`config.mk`:
```
export PLATFORM = sky130hd
export DESIGN_NAME = waypoint_navigator_flat
export DESIGN_NICKNAME = d
export VERILOG_FILES = /design/src/rtl/nav_pkg.sv /design/src/rtl/waypoint_navigator_if.sv /design/src/rtl/nav_turn_timer.sv /design/src/rtl/waypoint_navigator.sv /design/src/flat_wrapper.sv
export SDC_FILE = /design/constraint.sdc
export NUM_CORES = 1
export LEC_CHECK = 0
export CAP_MARGIN = 20
export CORE_MARGIN = 2
export CORE_UTILIZATION = 30
export DETAILED_ROUTE_END_ITERATION = 6
export GPL_TIMING_DRIVEN = 0
export SETUP_SLACK_MARGIN = 0.15
export SLEW_MARGIN = 15
export SYNTH_ARGS = -nofsm -noshare
export SYNTH_HDL_FRONTEND = slang
export SYNTH_SLANG_ARGS = --single-unit
export TNS_END_PERCENT = 1
```
`constraint.sdc`:
```
create_clock -name clk -period 5.7 [get_ports clk]
set_input_delay 1.71 -clock clk [delete_from_list [all_inputs] [get_ports clk]]
set_output_delay 1.71 -clock clk [all_outputs]
set_load 0.02 [all_outputs]
```
`src/rtl/nav_pkg.sv`:
```
// Shared heading/motor codes, FSM state encoding and heading rotation helpers
// for the waypoint navigator.
package nav_pkg;

   localparam logic [1:0] ORI_PY = 2'b00;
   localparam logic [1:0] ORI_PX = 2'b01;
   localparam logic [1:0] ORI_NX = 2'b10;
   localparam logic [1:0] ORI_NY = 2'b11;

   localparam logic [1:0] MOT_STOP = 2'b00;
   localparam logic [1:0] MOT_FWD  = 2'b01;
   localparam logic [1:0] MOT_REV  = 2'b10;

   typedef enum logic [2:0] {
      ST_IDLE,
      ST_ALIGN,
      ST_TURN,
      ST_DRIVE,
      ST_DONE
   } nav_state_e;

   // Clockwise ring: +Y -> +X -> -Y -> -X -> +Y
   function automatic logic [1:0] ori_cw(input logic [1:0] o);
      case (o)
         ORI_PY:  return ORI_PX;
         ORI_PX:  return ORI_NY;
         ORI_NY:  return ORI_NX;
         default: return ORI_PY;
      endcase
   endfunction

   function automatic logic [1:0] ori_ccw(input logic [1:0] o);
      case (o)
         ORI_PY:  return ORI_NX;
         ORI_NX:  return ORI_NY;
         ORI_NY:  return ORI_PX;
         default: return ORI_PY;
      endcase
   endfunction

endpackage

```
`src/rtl/waypoint_navigator_if.sv`:
```
// Target handshake bundle: a producer offers (tgt_x, tgt_y) with tgt_valid,
// the navigator accepts when tgt_ready is high.
interface waypoint_navigator_if #(
   parameter int COORD_W = 33
);
   logic               tgt_valid;
   logic               tgt_ready;
   logic [COORD_W-1:0] tgt_x;
   logic [COORD_W-1:0] tgt_y;

   modport master (
      output tgt_valid,
      output tgt_x,
      output tgt_y,
      input  tgt_ready
   );

   modport slave (
      input  tgt_valid,
      input  tgt_x,
      input  tgt_y,
      output tgt_ready
   );
endinterface

```
`src/rtl/nav_turn_timer.sv`:
```
// Down-counter timing one in-place 90-degree turn; done is high on the last
// of TURN_CYCLES cycles following a start pulse.
module nav_turn_timer #(
   parameter int TURN_CYCLES = 5000
) (
   input  logic clk,
   input  logic rst,
   input  logic start,
   input  logic clr,
   output logic done
);
   localparam int CNT_W = $clog2(TURN_CYCLES);

   logic [CNT_W-1:0] cnt;
   logic             run;

   always_ff @(posedge clk) begin
      if (rst || clr) begin
         cnt <= '0;
         run <= 1'b0;
      end else if (start) begin
         cnt <= CNT_W'(TURN_CYCLES - 1);
         run <= 1'b1;
      end else if (run) begin
         if (cnt == '0) begin
            run <= 1'b0;
         end else begin
            cnt <= cnt - 1'b1;
         end
      end
   end

   assign done = run && (cnt == '0);

endmodule

```
`src/rtl/waypoint_navigator.sv`:
```
// Waypoint navigator: closes the Y axis first, then X, turning in place in
// 90-degree steps. Optional NAV_ABORT_EN adds an abort input.
//
// state | meaning
// IDLE  | waiting for a target, tgt_ready high
// ALIGN | pick heading for the remaining axis, or finish
// TURN  | rotating in place one 90-degree step
// DRIVE | moving forward along the current heading
// DONE  | one-cycle arrived pulse, then back to IDLE
module waypoint_navigator
   import nav_pkg::*;
#(
   parameter int COORD_W     = 33,
   parameter int TURN_CYCLES = 5000
) (
   input  logic                clk,
   input  logic                rst,
   waypoint_navigator_if.slave tgt,
   input  logic [COORD_W-1:0]  cur_x,
   input  logic [COORD_W-1:0]  cur_y,
`ifdef NAV_ABORT_EN
   input  logic                abort,
`endif
   output logic [1:0]          ori,
   output logic                turning,
   output logic [1:0]          motor_l,
   output logic [1:0]          motor_r,
   output logic                busy,
   output logic                arrived
);

   nav_state_e         state, state_n;
   logic [COORD_W-1:0] tgt_xq, tgt_yq;
   logic               turn_cw, turn_cw_n;
   logic [1:0]         desired;
   logic [1:0]         ori_n, motor_l_n, motor_r_n;
   logic               turning_n, busy_n, arrived_n;
   logic               at_tgt, short_of_tgt;
   logic               abort_hit, turn_start, turn_done;

`ifdef NAV_ABORT_EN
   assign abort_hit = abort && (state != ST_IDLE);
`else
   assign abort_hit = 1'b0;
`endif

   assign tgt.tgt_ready = (state == ST_IDLE) && !rst;
   assign at_tgt        = (cur_x == tgt_xq) && (cur_y == tgt_yq);
   assign turn_start    = (state_n == ST_TURN) && (state != ST_TURN);

   nav_turn_timer #(
      .TURN_CYCLES (TURN_CYCLES)
   ) u_turn_timer (
      .clk   (clk),
      .rst   (rst),
      .start (turn_start),
      .clr   (abort_hit),
      .done  (turn_done)
   );

   always_comb begin
      if (cur_y != tgt_yq) begin
         desired = (tgt_yq > cur_y) ? ORI_PY : ORI_NY;
      end else begin
         desired = (tgt_xq > cur_x) ? ORI_PX : ORI_NX;
      end
   end

   // Still approaching along the current heading; equal or overshot stops the drive.
   always_comb begin
      case (ori)
         ORI_PY:  short_of_tgt = cur_y < tgt_yq;
         ORI_NY:  short_of_tgt = cur_y > tgt_yq;
         ORI_PX:  short_of_tgt = cur_x < tgt_xq;
         default: short_of_tgt = cur_x > tgt_xq;
      endcase
   end

   always_ff @(posedge clk) begin
      if (rst) begin
         state   <= ST_IDLE;
         ori     <= ORI_PY;
         turn_cw <= 1'b0;
         turning <= 1'b0;
         motor_l <= MOT_STOP;
         motor_r <= MOT_STOP;
         busy    <= 1'b0;
         arrived <= 1'b0;
         tgt_xq  <= '0;
         tgt_yq  <= '0;
      end else begin
         state   <= state_n;
         ori     <= ori_n;
         turn_cw <= turn_cw_n;
         turning <= turning_n;
         motor_l <= motor_l_n;
         motor_r <= motor_r_n;
         busy    <= busy_n;
         arrived <= arrived_n;
         if (tgt.tgt_valid && tgt.tgt_ready) begin
            tgt_xq <= tgt.tgt_x;
            tgt_yq <= tgt.tgt_y;
         end
      end
   end

   always_comb begin
      state_n   = state;
      turn_cw_n = turn_cw;
      case (state)
         ST_IDLE:  if (tgt.tgt_valid) state_n = ST_ALIGN;
         ST_ALIGN: begin
            if (at_tgt) begin
               state_n = ST_DONE;
            end else if (desired == ori) begin
               state_n = ST_DRIVE;
            end else begin
               state_n   = ST_TURN;
               // Only a single counter-clockwise step uses CCW; 180 degrees goes CW.
               turn_cw_n = (desired != ori_ccw(ori));
            end
         end
         ST_TURN:  if (turn_done) state_n = ST_ALIGN;
         ST_DRIVE: if (!short_of_tgt) state_n = ST_ALIGN;
         ST_DONE:  state_n = ST_IDLE;
         default:  state_n = ST_IDLE;
      endcase
      if (abort_hit) state_n = ST_IDLE;
   end

   always_comb begin
      ori_n     = ori;
      motor_l_n = MOT_STOP;
      motor_r_n = MOT_STOP;
      if ((state == ST_TURN) && turn_done && !abort_hit) begin
         ori_n = turn_cw ? ori_cw(ori) : ori_ccw(ori);
      end
      case (state_n)
         ST_TURN: begin
            motor_l_n = turn_cw_n ? MOT_FWD : MOT_REV;
            motor_r_n = turn_cw_n ? MOT_REV : MOT_FWD;
         end
         ST_DRIVE: begin
            motor_l_n = MOT_FWD;
            motor_r_n = MOT_FWD;
         end
         default: ;
      endcase
      turning_n = (state_n == ST_TURN);
      busy_n    = (state_n != ST_IDLE);
      arrived_n = (state_n == ST_DONE);
   end

endmodule

```
`src/flat_wrapper.sv`:
```
// flat-port wrapper written by rule: the top's interface ports become plain ports
module waypoint_navigator_flat import nav_pkg::*;
#(
   parameter int COORD_W     = 33,
   parameter int TURN_CYCLES = 5000
)
  (clk, rst, cur_x, cur_y, ori, turning, motor_l, motor_r, busy, arrived, tgt_tgt_valid, tgt_tgt_x, tgt_tgt_y, tgt_tgt_ready);
  waypoint_navigator_if #(.COORD_W(COORD_W)) tgt_i ();
  input  logic clk;
  input  logic rst;
  input  logic [COORD_W-1:0] cur_x;
  input  logic [COORD_W-1:0] cur_y;
  output logic [1:0] ori;
  output logic turning;
  output logic [1:0] motor_l;
  output logic [1:0] motor_r;
  output logic busy;
  output logic arrived;
  input wire logic [$bits(tgt_i.tgt_valid)-1:0] tgt_tgt_valid;
  input wire logic [$bits(tgt_i.tgt_x)-1:0] tgt_tgt_x;
  input wire logic [$bits(tgt_i.tgt_y)-1:0] tgt_tgt_y;
  output wire logic [$bits(tgt_i.tgt_ready)-1:0] tgt_tgt_ready;
  assign tgt_i.tgt_valid = tgt_tgt_valid;
  assign tgt_i.tgt_x = tgt_tgt_x;
  assign tgt_i.tgt_y = tgt_tgt_y;
  assign tgt_tgt_ready = tgt_i.tgt_ready;
  waypoint_navigator #(.COORD_W(COORD_W), .TURN_CYCLES(TURN_CYCLES)) u_core (.clk(clk), .rst(rst), .tgt(tgt_i), .cur_x(cur_x), .cur_y(cur_y), .ori(ori), .turning(turning), .motor_l(motor_l), .motor_r(motor_r), .busy(busy), .arrived(arrived));
endmodule
```
# Yosys cells after proc, flatten, opt, wreduce, memory -nomap -nowiden

Cells that the tools add are included.
W data, S select, Z words.

Bitwise gates (word level): 1
Mux-type cells: 29
Shift operators: 0
Order comparisons: 6
Add/subtract/negate cells: 1
Div/mod/pow operators: 0
Reduce and logical (&&, ||, !) cells: 15
Multipliers: 0
Eq/ne operators: 16

Operators by type and width:

| operator                | count |
|---|---|
| $gt A33 B33 Y1          | 4 |
| $eq A33 B33 Y1          | 2 |
| $lt A33 B33 Y1          | 2 |
| $mux W13                | 3 |
| $ne A33 B33 Y1          | 1 |
| $mux W2                 | 9 |
| $logic_not A13 Y1       | 1 |
| $sub A13 B1 Y13 const B | 1 |
| $eq A3 B2 Y1 const B    | 4 |
| $mux W3                 | 4 |
| $pmux W2 S3             | 2 |
| $pmux W3 S4             | 1 |
| $pmux W2 S2             | 2 |
| $mux W1                 | 7 |
| $logic_and A1 B1 Y1     | 6 |
| $eq A2 B2 Y1 const B    | 2 |
| $reduce_and A2 Y1       | 2 |
| $eq A3 B1 Y1 const B    | 1 |
| $eq A3 B3 Y1 const B    | 1 |
| $logic_not A3 Y1        | 1 |
| $ne A3 B2 Y1 const B    | 1 |
| $pmux W1 S3             | 1 |
| $reduce_bool A3 Y1      | 1 |
| $eq A2 B1 Y1 const B    | 1 |
| 8 further kinds         | 8 |

Output and inout bits: 10
Memories: 0
Latch bits: 0
Memory bits (read-only): 0
Bits in registers: 93
Memory bits (writable): 0
Word-level logic and storage cells: 81

# Depth between registers and ports, before layout

Word-level depth: 13
Mapped depth: 13

# Hierarchy

From an unflattened synthesis, not the netlist that was laid out.

Cell total of the unflattened synthesis: 705
Area total of the unflattened synthesis: 5561.6 µm²

Modules (own cells, without submodules):

| module             | area each (µm²) | cells each | instances |
|---|---|---|---|
| waypoint_navigator | 4804.6          | 615        | 1 |
| nav_turn_timer     | 757.0           | 90         | 1 |

# Worst setup path after synthesis

No wires, ideal clock.

Path type: input to register
Start point: in cur_y[31]
End point: reg u_core.turn_cw
Cell stages on the path: 12
Path slack: 1222 ps
Buffers on the path: 1
Arrival time: 4399 ps
Path through: inv_1 > ha_1 > nand4_2 > or4_4 > or3b_4 > o221a_4 > a21oi_1 > a21oi_1 > xnor2_1 > a211o_1 > buf_6 > a211oi_2

Longest elaborated chain between the ends: 7
Elaborated cells between the ends (all ways): 11
Classes of those cells: 1 x order compare; 4 x eq/ne; 5 x mux; 1 x reduce/logical

Ends and longest elaborated chain:

| element                                      | line                                                 | source |
|---|---|---|
| from (decl)                                  | flat_wrapper.sv:12                                   | `input logic [COORD_W-1:0] cur_y;` |
| $gt A33 B33 Y1                               | waypoint_navigator.sv:63                             | `desired = (tgt_yq > cur_y) ? ORI_PY : ORI_NY;` |
| $mux W2                                      | waypoint_navigator.sv:63                             |  |
| $mux W2                                      | waypoint_navigator.sv:62                             | `if (cur_y != tgt_yq) begin` |
| $ne A2 B2 Y1 or $eq A2 B2 Y1 (tied branches) | waypoint_navigator.sv:120, waypoint_navigator.sv:115 |  |
| $mux W1                                      | waypoint_navigator.sv:115                            | `end else if (desired == ori) begin` |
| $mux W1 (*)                                  | waypoint_navigator.sv:113                            | `if (at_tgt) begin` |
| $mux W1 (*)                                  | waypoint_navigator.sv:110                            | `case (state)` |
| to (signal assigned)                         | waypoint_navigator.sv:94                             | `turn_cw <= turn_cw_n;` |
| to (decl)                                    | waypoint_navigator.sv:34                             | `logic turn_cw, turn_cw_n;` |

Mark *: on every way between the ends. The rest lies on a longest branch, timed or not.
A chain may end at the register's enable or synchronous reset.

# Worst setup path in the final report

Start point: in cur_x[30]
End point: reg u_core.turn_cw

Longest elaborated chain between the ends: 7
Elaborated cells between the ends (all ways): 10
Classes of those cells: 1 x order compare; 3 x eq/ne; 5 x mux; 1 x reduce/logical

Ends and longest elaborated chain:

| element                                      | line                                                 | source |
|---|---|---|
| from (decl)                                  | flat_wrapper.sv:11                                   | `input logic [COORD_W-1:0] cur_x;` |
| $gt A33 B33 Y1                               | waypoint_navigator.sv:65                             | `desired = (tgt_xq > cur_x) ? ORI_PX : ORI_NX;` |
| $mux W2                                      | waypoint_navigator.sv:65                             |  |
| $mux W2                                      | waypoint_navigator.sv:62                             |  |
| $ne A2 B2 Y1 or $eq A2 B2 Y1 (tied branches) | waypoint_navigator.sv:120, waypoint_navigator.sv:115 |  |
| $mux W1                                      | waypoint_navigator.sv:115                            |  |
| $mux W1 (*)                                  | waypoint_navigator.sv:113                            |  |
| $mux W1 (*)                                  | waypoint_navigator.sv:110                            |  |

Marks and branches as above.

==> flow_summary.toml <==
[grt]
busiest_layer = "met2"
met1_usage = 0.2184
met3_usage = 0.03222
grt_overflow = 0
grt_pass1_vias = 4916
antenna_found_initial = 0
met2_usage = 0.2662
grt_max_degree = 14
grt_pass1_wl_mm = 24.04
gr-usage-all-layers = 0.1644

[power_and_ir_drop]
p_per_area_nw_per_um2 = 241.5
p_comb_frac = 0.262
power.share.switching = 0.2947
seqPwrFrac = 0.427
p_int_mw = 1.239
switching_power_uw = 517.9
p_clk_frac = 0.311
p_leak_nw = 3.108
peakVddDrop_mv = 0.1452
p_total_mw = 1.757

[sta]
finalCritPeriodShare = 0.8641
hold_violations = 0
setup_viol = 0
tightest_slew_ns = 0.9847
grt_setup_unrepaired = "no"
post-route-min-period_ns = 4.925
slew_headroom = 0.3375
fin_skew_ns = 0.007516
fmaxAchievable_ghz = 0.2030
worst_slack_ns = 0.7746
slew_violations = 0
timing.setup.tns_ns = 0

[clocking]
cts_tree = "built"
clk_latency_ns = 0.34
cts-root-buf = "clkbuf_16"
cts.path.max_buffers = 2
post_cts_buffers = 0
cts_resized = 0
cts_max_level = 3
holdBufCountCts = 0
clkSlewWorstSetupHoldPaths_ns = 0.06
clkSinkCount = 93
numCtsBuffers = 9

[synth]
yosys_warnings = 0
yosys_register_bits = 93
synth-main-ff-cell = "dfxtp_1"
synth_cell_types = 52
seq_area_frac_synth = 0.3510
avgSynthCellArea_um2 = 7.642
synth_nets = 896
synth-edff-count = 0
syn_inst = 694
synthesis.area_um2 = 5304
async_flop_share = 0

[worst_setup_path]
start_kind = "input port"
r2r_setup_slack_ns = 2.32
worstPathRequired_ns = 5.96
crit_buf_inv = 3
cp_max_fo = 9
arrival_ns = 5.19
endpoint_kind = "flop"
cp_top_family = "compound AO/OA/AOI/OAI gates"
slowest_delay_ns = 0.72
path_class = "in2reg"
critPathSlowestCell = "nor4_1"
path_cells = "clkdlybuf4s50_1 > inv_1 > ha_1 > nand4_1 > nor4_1 > o311ai_0 > nand3_1 > o21ai_0 > a21oi_1 > xnor2_1 > a211o_1 > buf_6 > a211oi_2"

[detailed_routing]
drt_iter0_drc = 205
drc = 0
dr_total_vias = 4993
drtPass1Iterations = 4
drt-wirelength-per-cell_um = 13.83
via_per_inst = 4.636
detail-route-antenna-nets = 0
wl_mm = 14.89

[worst_hold_path]
min_path_type = "reg2reg"

[run]
drv_cap = 0

[status]
outcome = "finished, final reports clean"

[floorplan]
start_util = 0.3066
die_area_um2 = 18760
coreArea_um2 = 17300
io_pins = 145
num_rows = 48
die_x_um = 137.0
die_height_um = 137.0

[finish]
final_cell_mix = "143 x clkdlybuf4s50_1, 125 x nand2_1, 95 x a21oi_1, 93 x dfxtp_1, 77 x inv_1"
antennaDiodeCount = 0
layout-drive-gt1-share = 0.03638
final_nets = 1050
final_common_cell = "clkdlybuf4s50_1"
syn_to_final_growth_pct = 37.20

[placement]
hpwl_mm = 11.63
routabilityCongestion = 0.8167
dp_slack_ns = 0.3897
port_buffers = 143
==> registers in the layout, summed over array words and instances (netlist names) <==
signal	cells
u_core.arrived	1
u_core.busy	1
u_core.motor_l	2
u_core.motor_r	2
u_core.ori	2
u_core.state	3
u_core.tgt_xq	33
u_core.tgt_yq	33
u_core.turn_cw	1
u_core.turning	1
u_core.u_turn_timer.cnt	13
u_core.u_turn_timer.run	1
==> synthesized netlist by cell type (all sizes together) (2+ instances only) <==
library cell | number | area share
nor2 | 53 | 0.038
a21o | 3 | 0.0047
or3 | 2 | 0.0024
nand2 | 125 | 0.088
or4 | 3 | 0.0050
and3 | 2 | 0.0024
a41o | 2 | 0.0040
xor2 | 4 | 0.0066
o21ai | 15 | 0.014
or2 | 4 | 0.0047
buf | 6 | 0.0059
a211oi | 2 | 0.0047
xnor2 | 10 | 0.017
ha | 67 | 0.16
inv | 77 | 0.054
o21a | 2 | 0.0028
nand4 | 18 | 0.022
nor2b | 3 | 0.0035
dfxtp | 93 | 0.35
a221oi | 3 | 0.0050
nor3 | 31 | 0.029
nor4 | 10 | 0.013
and2 | 2 | 0.0024
a21oi | 96 | 0.091
o211ai | 3 | 0.0042
clkbuf | 25 | 0.018
nand3 | 11 | 0.011
nand2b | 7 | 0.0083
==> routing by layer <==
metal	share of wire	vias to the layer above
met4	0.018	0
met3	0.049	13
met5	0	-
met1	0.49	2223
met2	0.44	102
li1	-	2655
==> path summary, 6_finish.rpt <==
kind	start	to	depth (start not counted)
worst max-delay path	cur_x[30]	u_core.turn_cw	13
worst min-delay path	u_core.tgt_yq[21]	u_core.tgt_yq[21]	2
worst min register to register	u_core.tgt_yq[21]	u_core.tgt_yq[21]	2
worst max register to register	u_core.tgt_xq[32]	u_core.turn_cw	11
==> cell type report <==
| cell class | instances | area, µm² |
|---|---|---|
| fillers | 1814 | 10020 |
| inverters | 77 | 289.0 |
| repair buffers | 143 | 1431 |
| clock inverters | 2 | 10.01 |
| well taps | 225 | 281.5 |
| flip-flops and latches | 93 | 1862 |
| plain buffers | 31 | 125.1 |
| multi-input cells | 493 | 3028 |
| clock buffers | 13 | 250.2 |
==> worst min-delay path, delay by kind of cell (launching register included) <==
family / cells / cell delay, ns
AO/OA/AOI/OAI: 1 / 0.05
flip-flops: 1 / 0.31
AND/OR/NAND/NOR: 1 / 0.05
==> power by group through the flow <==
stage	combinational (mW)	sequential, mW	clock (mW)
finish	0.461	0.750	0.547
global route	0.524	0.757	0.599
CTS	0.465	0.750	0.567
detailed placement	0.461	0.763	0
global placement	0.455	0.763	0
floorplan	0.277	0.759	0
==> logic make-up after synthesis <==
logic type	Yosys count	synth area share
buf+inv	108	0.07808
xor+xnor	14	0.02312
fa+ha+maj	67	0.1581
flops	93	0.3510
mux	1	0.002123
simple gates	273	0.2342
compound gates	138	0.1533
==> per-stage QoR <==
stage / util / hold slack, ns / std cells / cell area [µm²]
global placement: 0.4057 / 0.4484 / 1062 / 7017
finish: 0.4207 / 0.4577 / 1077 / 7277
CTS: 0.4207 / 0.4610 / 1077 / 7277
detailed placement: 0.4057 / 0.4523 / 1062 / 7017
global route: 0.4207 / 0.4729 / 1077 / 7277
floorplan: - / 0.4400 / 694 / 5304
Power figures use the tool's default switching activity.
